[src/rtl/spi_pkg.sv]
// Shared SPI frame layout and FSM state encoding for the sensor-style SPI slave and master.
package spi_pkg;

  localparam int unsigned FRAME_W  = 16;
  localparam int unsigned RW_BIT   = 15;
  localparam int unsigned MB_BIT   = 14;
  localparam int unsigned ADDR_MSB = 13;
  localparam int unsigned ADDR_LSB = 8;

  localparam logic [7:0] DEFAULT_ID = 8'hE5;

  typedef enum logic [1:0] {
    StIdle,
    StCmd,
    StData,
    StDone
  } spi_state_e;

endpackage

[src/rtl/spi_in_sync.sv]
// Multi-stage synchroniser for one SPI pin plus single-cycle rise/fall pulses in the clk_i domain.
module spi_in_sync #(
  parameter int unsigned SYNC_STAGES = 2,
  parameter logic        RESET_VAL   = 1'b0
) (
  input  logic clk_i,
  input  logic rst_i,
  input  logic d_i,
  output logic q_o,
  output logic rise_o,
  output logic fall_o
);

  logic [SYNC_STAGES-1:0] sync_q, sync_d;
  logic                   prev_q, prev_d;

  always_comb begin
    sync_d = {sync_q[SYNC_STAGES-2:0], d_i};
    prev_d = sync_q[SYNC_STAGES-1];
  end

  always_ff @(posedge clk_i) begin
    if (rst_i) begin
      sync_q <= {SYNC_STAGES{RESET_VAL}};
      prev_q <= RESET_VAL;
    end else begin
      sync_q <= sync_d;
      prev_q <= prev_d;
    end
  end

  assign q_o    = sync_q[SYNC_STAGES-1];
  assign rise_o = q_o & ~prev_q;
  assign fall_o = ~q_o & prev_q;

endmodule

[src/rtl/spi_slave_regfile.sv]
// SPI mode-3 responder backing a 2^ADDR_W x 8 register file; all SPI pins oversampled in clk_i.
module spi_slave_regfile
  import spi_pkg::*;
#(
  parameter int unsigned ADDR_W      = 6,
  parameter logic [7:0]  ID_VALUE    = DEFAULT_ID,
  parameter int unsigned SYNC_STAGES = 2
) (
  input  logic              clk_i,
  input  logic              rst_i,
  input  logic              spi_sclk_i,
  input  logic              spi_cs_n_i,
  input  logic              spi_sdi_i,
  output logic              spi_sdo_o,
  output logic              spi_sdo_oe_o,
  input  logic              upd_valid_i,
  output logic              upd_ready_o,
  input  logic [ADDR_W-1:0] upd_addr_i,
  input  logic [7:0]        upd_data_i,
  output logic              wr_strobe_o,
  output logic [ADDR_W-1:0] wr_addr_o,
  output logic [7:0]        wr_data_o,
  output logic              abort_o
);

  localparam int unsigned Depth = 2 ** ADDR_W;

  logic sclk_lvl, sclk_rise, sclk_fall;
  logic cs_lvl, cs_rise, cs_fall;
  logic sdi_s, sdi_rise, sdi_fall;

  spi_in_sync #(.SYNC_STAGES(SYNC_STAGES), .RESET_VAL(1'b1)) u_sync_sclk (
    .clk_i  (clk_i),
    .rst_i  (rst_i),
    .d_i    (spi_sclk_i),
    .q_o    (sclk_lvl),
    .rise_o (sclk_rise),
    .fall_o (sclk_fall)
  );

  spi_in_sync #(.SYNC_STAGES(SYNC_STAGES), .RESET_VAL(1'b1)) u_sync_cs (
    .clk_i  (clk_i),
    .rst_i  (rst_i),
    .d_i    (spi_cs_n_i),
    .q_o    (cs_lvl),
    .rise_o (cs_rise),
    .fall_o (cs_fall)
  );

  spi_in_sync #(.SYNC_STAGES(SYNC_STAGES), .RESET_VAL(1'b0)) u_sync_sdi (
    .clk_i  (clk_i),
    .rst_i  (rst_i),
    .d_i    (spi_sdi_i),
    .q_o    (sdi_s),
    .rise_o (sdi_rise),
    .fall_o (sdi_fall)
  );

  // Only edges of sclk/cs_n and the level of sdi drive the protocol.
  logic unused_sync;
  assign unused_sync = ^{sclk_lvl, cs_lvl, sdi_rise, sdi_fall};

  spi_state_e        state_q, state_d;
  logic [2:0]        bit_cnt_q, bit_cnt_d;
  logic [7:0]        shreg_q, shreg_d;
  logic              rw_q, rw_d;
  logic              mb_q, mb_d;
  logic [ADDR_W-1:0] addr_q, addr_d;
  logic              sdo_q, sdo_d;
  logic              sdo_oe_q, sdo_oe_d;
  logic              wr_strobe_q, wr_strobe_d;
  logic [ADDR_W-1:0] wr_addr_q, wr_addr_d;
  logic [7:0]        wr_data_q, wr_data_d;
  logic              abort_q, abort_d;
  logic [7:0]        regs_q [Depth];
  logic [7:0]        regs_d [Depth];

  logic              byte_done;
  logic [7:0]        rx_byte;
  logic [ADDR_W-1:0] cmd_addr;
  logic [ADDR_W-1:0] addr_inc;
  logic              commit;

  assign byte_done = sclk_rise && (bit_cnt_q == 3'd7);
  assign rx_byte   = {shreg_q[6:0], sdi_s};
  assign cmd_addr  = rx_byte[ADDR_W-1:0];
  assign addr_inc  = addr_q + 1'b1;
  assign commit    = (state_q == StData) && !cs_rise && byte_done && !rw_q && (addr_q != '0);

  // State register
  always_ff @(posedge clk_i) begin
    if (rst_i) begin
      state_q <= StIdle;
    end else begin
      state_q <= state_d;
    end
  end

  // Next-state logic
  always_comb begin
    state_d = state_q;
    unique case (state_q)
      StIdle: if (cs_fall) state_d = StCmd;
      StCmd: begin
        if (cs_rise)        state_d = StIdle;
        else if (byte_done) state_d = StData;
      end
      StData: begin
        if (cs_rise)                  state_d = StIdle;
        else if (byte_done && !mb_q)  state_d = StDone;
      end
      StDone: if (cs_rise) state_d = StIdle;
      default: state_d = StIdle;
    endcase
  end

  // Datapath and output logic
  always_comb begin
    bit_cnt_d   = bit_cnt_q;
    shreg_d     = shreg_q;
    rw_d        = rw_q;
    mb_d        = mb_q;
    addr_d      = addr_q;
    sdo_d       = sdo_q;
    sdo_oe_d    = sdo_oe_q;
    wr_strobe_d = 1'b0;
    wr_addr_d   = wr_addr_q;
    wr_data_d   = wr_data_q;
    abort_d     = 1'b0;
    regs_d      = regs_q;

    unique case (state_q)
      StIdle: begin
        sdo_d    = 1'b0;
        sdo_oe_d = 1'b0;
        if (cs_fall) begin
          bit_cnt_d = 3'd0;
          shreg_d   = 8'h00;
        end
      end
      StCmd: begin
        if (cs_rise) begin
          abort_d  = (bit_cnt_q != 3'd0);
          sdo_d    = 1'b0;
          sdo_oe_d = 1'b0;
        end else if (sclk_rise) begin
          bit_cnt_d = bit_cnt_q + 3'd1;
          shreg_d   = rx_byte;
          if (bit_cnt_q == 3'd7) begin
            rw_d   = rx_byte[RW_BIT-ADDR_LSB];
            mb_d   = rx_byte[MB_BIT-ADDR_LSB];
            addr_d = cmd_addr;
            if (rx_byte[RW_BIT-ADDR_LSB]) begin
              shreg_d  = regs_q[cmd_addr];
              sdo_oe_d = 1'b1;
            end
          end
        end
      end
      StData: begin
        if (cs_rise) begin
          abort_d  = (bit_cnt_q != 3'd0);
          sdo_d    = 1'b0;
          sdo_oe_d = 1'b0;
        end else begin
          if (sclk_fall && rw_q) begin
            sdo_d   = shreg_q[7];
            shreg_d = {shreg_q[6:0], 1'b0};
          end
          if (sclk_rise) begin
            bit_cnt_d = bit_cnt_q + 3'd1;
            if (!rw_q) shreg_d = rx_byte;
            if (bit_cnt_q == 3'd7) begin
              if (commit) begin
                regs_d[addr_q] = rx_byte;
                wr_strobe_d    = 1'b1;
                wr_addr_d      = addr_q;
                wr_data_d      = rx_byte;
              end
              if (mb_q) begin
                addr_d = addr_inc;
                // Reload samples the pre-update array, so a same-cycle local write is not served.
                if (rw_q) shreg_d = regs_q[addr_inc];
              end else begin
                sdo_d    = 1'b0;
                sdo_oe_d = 1'b0;
              end
            end
          end
        end
      end
      StDone: begin
        sdo_d    = 1'b0;
        sdo_oe_d = 1'b0;
      end
      default: begin
        sdo_d    = 1'b0;
        sdo_oe_d = 1'b0;
      end
    endcase

    // SPI commit blocks the local port that cycle, so the two writes never collide.
    if (upd_valid_i && !commit && (upd_addr_i != '0)) begin
      regs_d[upd_addr_i] = upd_data_i;
    end
  end

  always_ff @(posedge clk_i) begin
    if (rst_i) begin
      bit_cnt_q   <= 3'd0;
      shreg_q     <= 8'h00;
      rw_q        <= 1'b0;
      mb_q        <= 1'b0;
      addr_q      <= '0;
      sdo_q       <= 1'b0;
      sdo_oe_q    <= 1'b0;
      wr_strobe_q <= 1'b0;
      wr_addr_q   <= '0;
      wr_data_q   <= 8'h00;
      abort_q     <= 1'b0;
      regs_q      <= '{default: 8'h00};
      regs_q[0]   <= ID_VALUE;
    end else begin
      bit_cnt_q   <= bit_cnt_d;
      shreg_q     <= shreg_d;
      rw_q        <= rw_d;
      mb_q        <= mb_d;
      addr_q      <= addr_d;
      sdo_q       <= sdo_d;
      sdo_oe_q    <= sdo_oe_d;
      wr_strobe_q <= wr_strobe_d;
      wr_addr_q   <= wr_addr_d;
      wr_data_q   <= wr_data_d;
      abort_q     <= abort_d;
      regs_q      <= regs_d;
    end
  end

  assign spi_sdo_o    = sdo_q & sdo_oe_q;
  assign spi_sdo_oe_o = sdo_oe_q;
  assign upd_ready_o  = ~commit;
  assign wr_strobe_o  = wr_strobe_q;
  assign wr_addr_o    = wr_addr_q;
  assign wr_data_o    = wr_data_q;
  assign abort_o      = abort_q;

endmodule
[config.mk]
export PLATFORM = sky130hd
export DESIGN_NAME = spi_slave_regfile
export DESIGN_NICKNAME = d
export VERILOG_FILES = /design/src/rtl/spi_pkg.sv /design/src/rtl/spi_in_sync.sv /design/src/rtl/spi_slave_regfile.sv
export SDC_FILE = /design/constraint.sdc
export NUM_CORES = 2
export LEC_CHECK = 0
export CAP_MARGIN = 10
export CORE_ASPECT_RATIO = 1.4
export CORE_MARGIN = 1.5
export CORE_UTILIZATION = 30
export DETAILED_ROUTE_END_ITERATION = 16
export PLACE_DENSITY = 0.48
export SETUP_SLACK_MARGIN = 0.3
export SLEW_MARGIN = 40
export SYNTH_ARGS = -nofsm -noshare
export SYNTH_HDL_FRONTEND = slang
export SYNTH_SLANG_ARGS = --single-unit
[constraint.sdc]
create_clock -name clk_i -period 6.88 [get_ports clk_i]
set_clock_uncertainty 0.15 [all_clocks]
set_input_delay 1.032 -clock clk_i [delete_from_list [all_inputs] [get_ports clk_i]]
set_output_delay 1.032 -clock clk_i [all_outputs]
set_load 0.005 [all_outputs]
==> results by group <==
Run status
  • Status: completed

STA
  • Final Hold Violating Endpoints: 0
  • Slew headroom: 0.375
  • Final Max Tran Viols: 0
  • Crit path time final: 4.98 ns
  • Worst Tran Pin Value: 0.937 ns
  • Tcrit/Tclk final: 0.725
  • Final setup TNS: 0 ns
  • Final WS setup: ~1.9 ns
  • Max frequency: 0.201 GHz
  • RSZ-0062 raised after global routing: no
  • # setup viols final: 0

Drt
  • Wirelength per Cell: 29.8 um
  • First drt pass iteration count: 8
  • Via density: 6.19
  • Post-Route WL: 151000 um
  • Post-route ant nets: 0
  • Post-route DRC violation count: 0
  • Via count: 31313
  • Initial DRC count: 3195

Clock tree
  • H-tree depth: 2
  • Clk sinks: 559
  • Root Driver: clkbuf_16
  • Clk pin slew, worst setup/hold paths: 0.07 ns
  • Cts hold-fix bufs: 0
  • Cts bufs inserted: 59
  • CTS tree: yes
  • Setup bufs post-CTS: 0
  • CTS Buffer Depth: 3
  • Post_cts resized: 0
  • Clk Latency, worst-skew pair: 0.69 ns

Placement
  • PortBufs: 38
  • Placed Cells: 4947
  • GPL Wtd Cong: 0.933
  • Pre-CTS WS: about 2.2 ns
  • DP HPWL: 97500 um

GRT
  • Largest net degree at the start of global routing: 173
  • First-pass GRT wire length: 219000 um
  • Aggregate global-route resource usage: 0.254
  • Grt ovf: 0
  • Initial antenna violation count: 1
  • Vias in the first global route: 29379

Synth
  • Post-synth top area share: 0.326
  • Register area share after synthesis: 0.326
  • Commonest cells post-synth: 580 x nor2_1, 559 x dfxtp_1, 438 x nand2_1
  • Synth async-reset ratio: 0
  • Post-synth EDFFs: 0
  • Top post-synthesis cells by area: dfxtp_1 33%, mux4_2 17%, mux2i_1 9.5%
  • Most frequent cell after synthesis: nor2_1
  • FF+latch count, synth: 559
  • Synth Warn #: 0
  • Post-synth cell types: 81
  • Synth Flop Type: dfxtp_1
  • Syn_area_per_cell: 9.12 um2
  • Post-synth top area cell: dfxtp_1
  • Syn Inst Count: 3759
  • Syn nets: 3788
  • Cell Area, Synth: approximately 34000 um2

Min path
  • Worst min path class: reg2reg

Setup path
  • Critical Path Start Type: flop
  • CP required: 5.70 ns
  • Kind of end point of the critical path: output port
  • CP cell instances: inv_1, ha_1, and4b_1, nand2_1, nor2_8, inv_2, clkdlybuf4s50_1
  • Max FO, Critical Path: 19
  • Setup Crit Path Kind: reg2out
  • Critical path arrival: 3.80 ns
  • CP peak stage delay: roughly 0.60 ns
  • Slowest-stage cell, CP: ha_1

Finish
  • P&R area growth vs syn: 10.1%
  • Final std cells w/o fill: a little over 5000
  • Fraction of layout cells with a size suffix above 1: 0.157
  • Layout Nets: around 3600
  • Ant diodes: 0
  • Filler cell count in the final layout: 11600

Power and ir drop
  • Final Power: 7230 uW
  • VDD IR max: 192 uV
  • Pleak: 0.0115 uW
  • Pwr dens: between 150 and 200 nW/um2

Floorplanning
  • DIE HEIGHT: 403 um
  • Total core area: 113000 um2
  • Number of core rows: 146
  • Die area: about 120000 um2
  • Starting density of the core: 0.303
  • Ports: 39
  • Width of the die: 289 um

Flow run
  • Max-cap violations: 0
state kept, by name (all words and copies together), names as in the netlist:
register,cells
u_sync_cs.prev_q,1
bit_cnt_q,3
state_q,2
rw_q,1
mb_q,1
wr_addr_o,6
u_sync_sclk.prev_q,1
spi_sdo_oe_o,1
u_sync_cs.sync_q,2
sdo_q,1
abort_o,1
wr_data_o,8
regs_q,512
shreg_q,8
u_sync_sdi.sync_q,2
u_sync_sclk.sync_q,2
wr_strobe_o,1
addr_q,6
path summary, 6_finish.rpt:
check	start	end	slack (ns)	cells after the start
hold / removal	u_sync_cs.sync_q[0]$_SDFF_PP1_	u_sync_cs.sync_q[1]$_SDFF_PP1_	0.26	1
hold reg to reg	u_sync_cs.sync_q[0]$_SDFF_PP1_	u_sync_cs.sync_q[1]$_SDFF_PP1_	0.26	1
setup reg to reg	state_q[0]$_SDFFE_PP0P_	regs_q[320]$_SDFF_PP0_	2.27	10
setup / recovery	state_q[0]$_SDFFE_PP0P_	upd_ready_o	1.90	7
worst max-delay path, delay by kind of cell, from the launching register on:
kind                     cells  cell delay [ns]
adder cells (fa/ha/maj)      1             0.60
buffers and inverters        3             0.91
flip-flops                   1             0.33
AND/OR/NAND/NOR              3             1.30
where the power goes:
| part | switching (uW) | internal, uW | leakage [uW] |
|---|---|---|---|
| combinational | 328 | 119 | 0.00600 |
| sequential | 25.5 | 3260 | 0.00452 |
| clock | 1520 | 1980 | 0.00101 |
| total | 1870 | 5360 | 0.0115 |
cells by family (layout without fill, tap and decap cells):
kind of cell    count (synthesis)  count (layout)  synth area share
simple gates                 1313            1313             0.166
compound gates                842             842             0.179
mux                           598             598             0.270
flops                         559             559             0.326
buf+inv                       432             254            0.0543
fa+ha+maj                       9               9           0.00328
xor+xnor                        6               6           0.00153
area by class of cell:
type | instances | area [um2] | share of cell area
multi-input combinational | 2768 | 21400 | 0.566
sequential | 559 | 11200 | 0.297
tap | 1480 | 1850 | 0.0490
clock buffer | 87 | 1750 | 0.0464
timing repair buffer | 127 | 1220 | 0.0322
clock inverter | 23 | 282 | 0.00746
inverter | 17 | 63.8 | 0.00169
per-layer routing:
layer	wire (um)	up-vias	global-route usage
li1	-	13686	-
met1	58800	15811	0.316
met2	72200	1459	0.417
met3	9580	355	0.0326
met5	15	-	0
met4	10400	2	0.154
through the flow:
step / util / hold WS, ns / instance area, um2
2_1_floorplan: - / 0.239 / 34300
3_3_place_gp: 0.313 / 0.259 / 35500
3_5_place_dp: 0.315 / 0.243 / 35600
4_1_cts: 0.333 / 0.263 / 37700
5_1_grt: 0.333 / 0.300 / 37800
6_report: 0.333 / 0.259 / 37800
layout by cell type, fill, tap and decap left out, types with 8 or more instances in the layout:
cell type	netlist	layout
a211oi_1	290	290
buf_4	26	69
mux4_2	261	261
nor3_1	15	13
and2_1	10	10
or3_1	10	9
a22oi_1	12	12
o21ai_0	147	147
and3_1	10	10
nand2_1	438	438
a221oi_1	10	10
nor2b_1	16	16
nor2_4	11	12
nor2_1	580	575
clkinv_2	0	12
dfxtp_1	559	548
clkbuf_1	249	11
clkbuf_8	0	17
inv_1	12	11
clkdlybuf4s50_1	0	29
mux2_2	12	12
o211ai_1	12	12
a21oi_1	70	70
nand4_1	13	13
o22ai_1	11	11
nand2b_1	10	10
dfxtp_4	0	9
buf_6	2	8
a31oi_1	9	9
a311oi_1	223	223
nand3_1	143	141
clkbuf_16	0	59
mux2i_1	325	325
buf_12	0	12
nor2_2	17	21
ha_1	9	8
(Power assumes the default switching activity.)
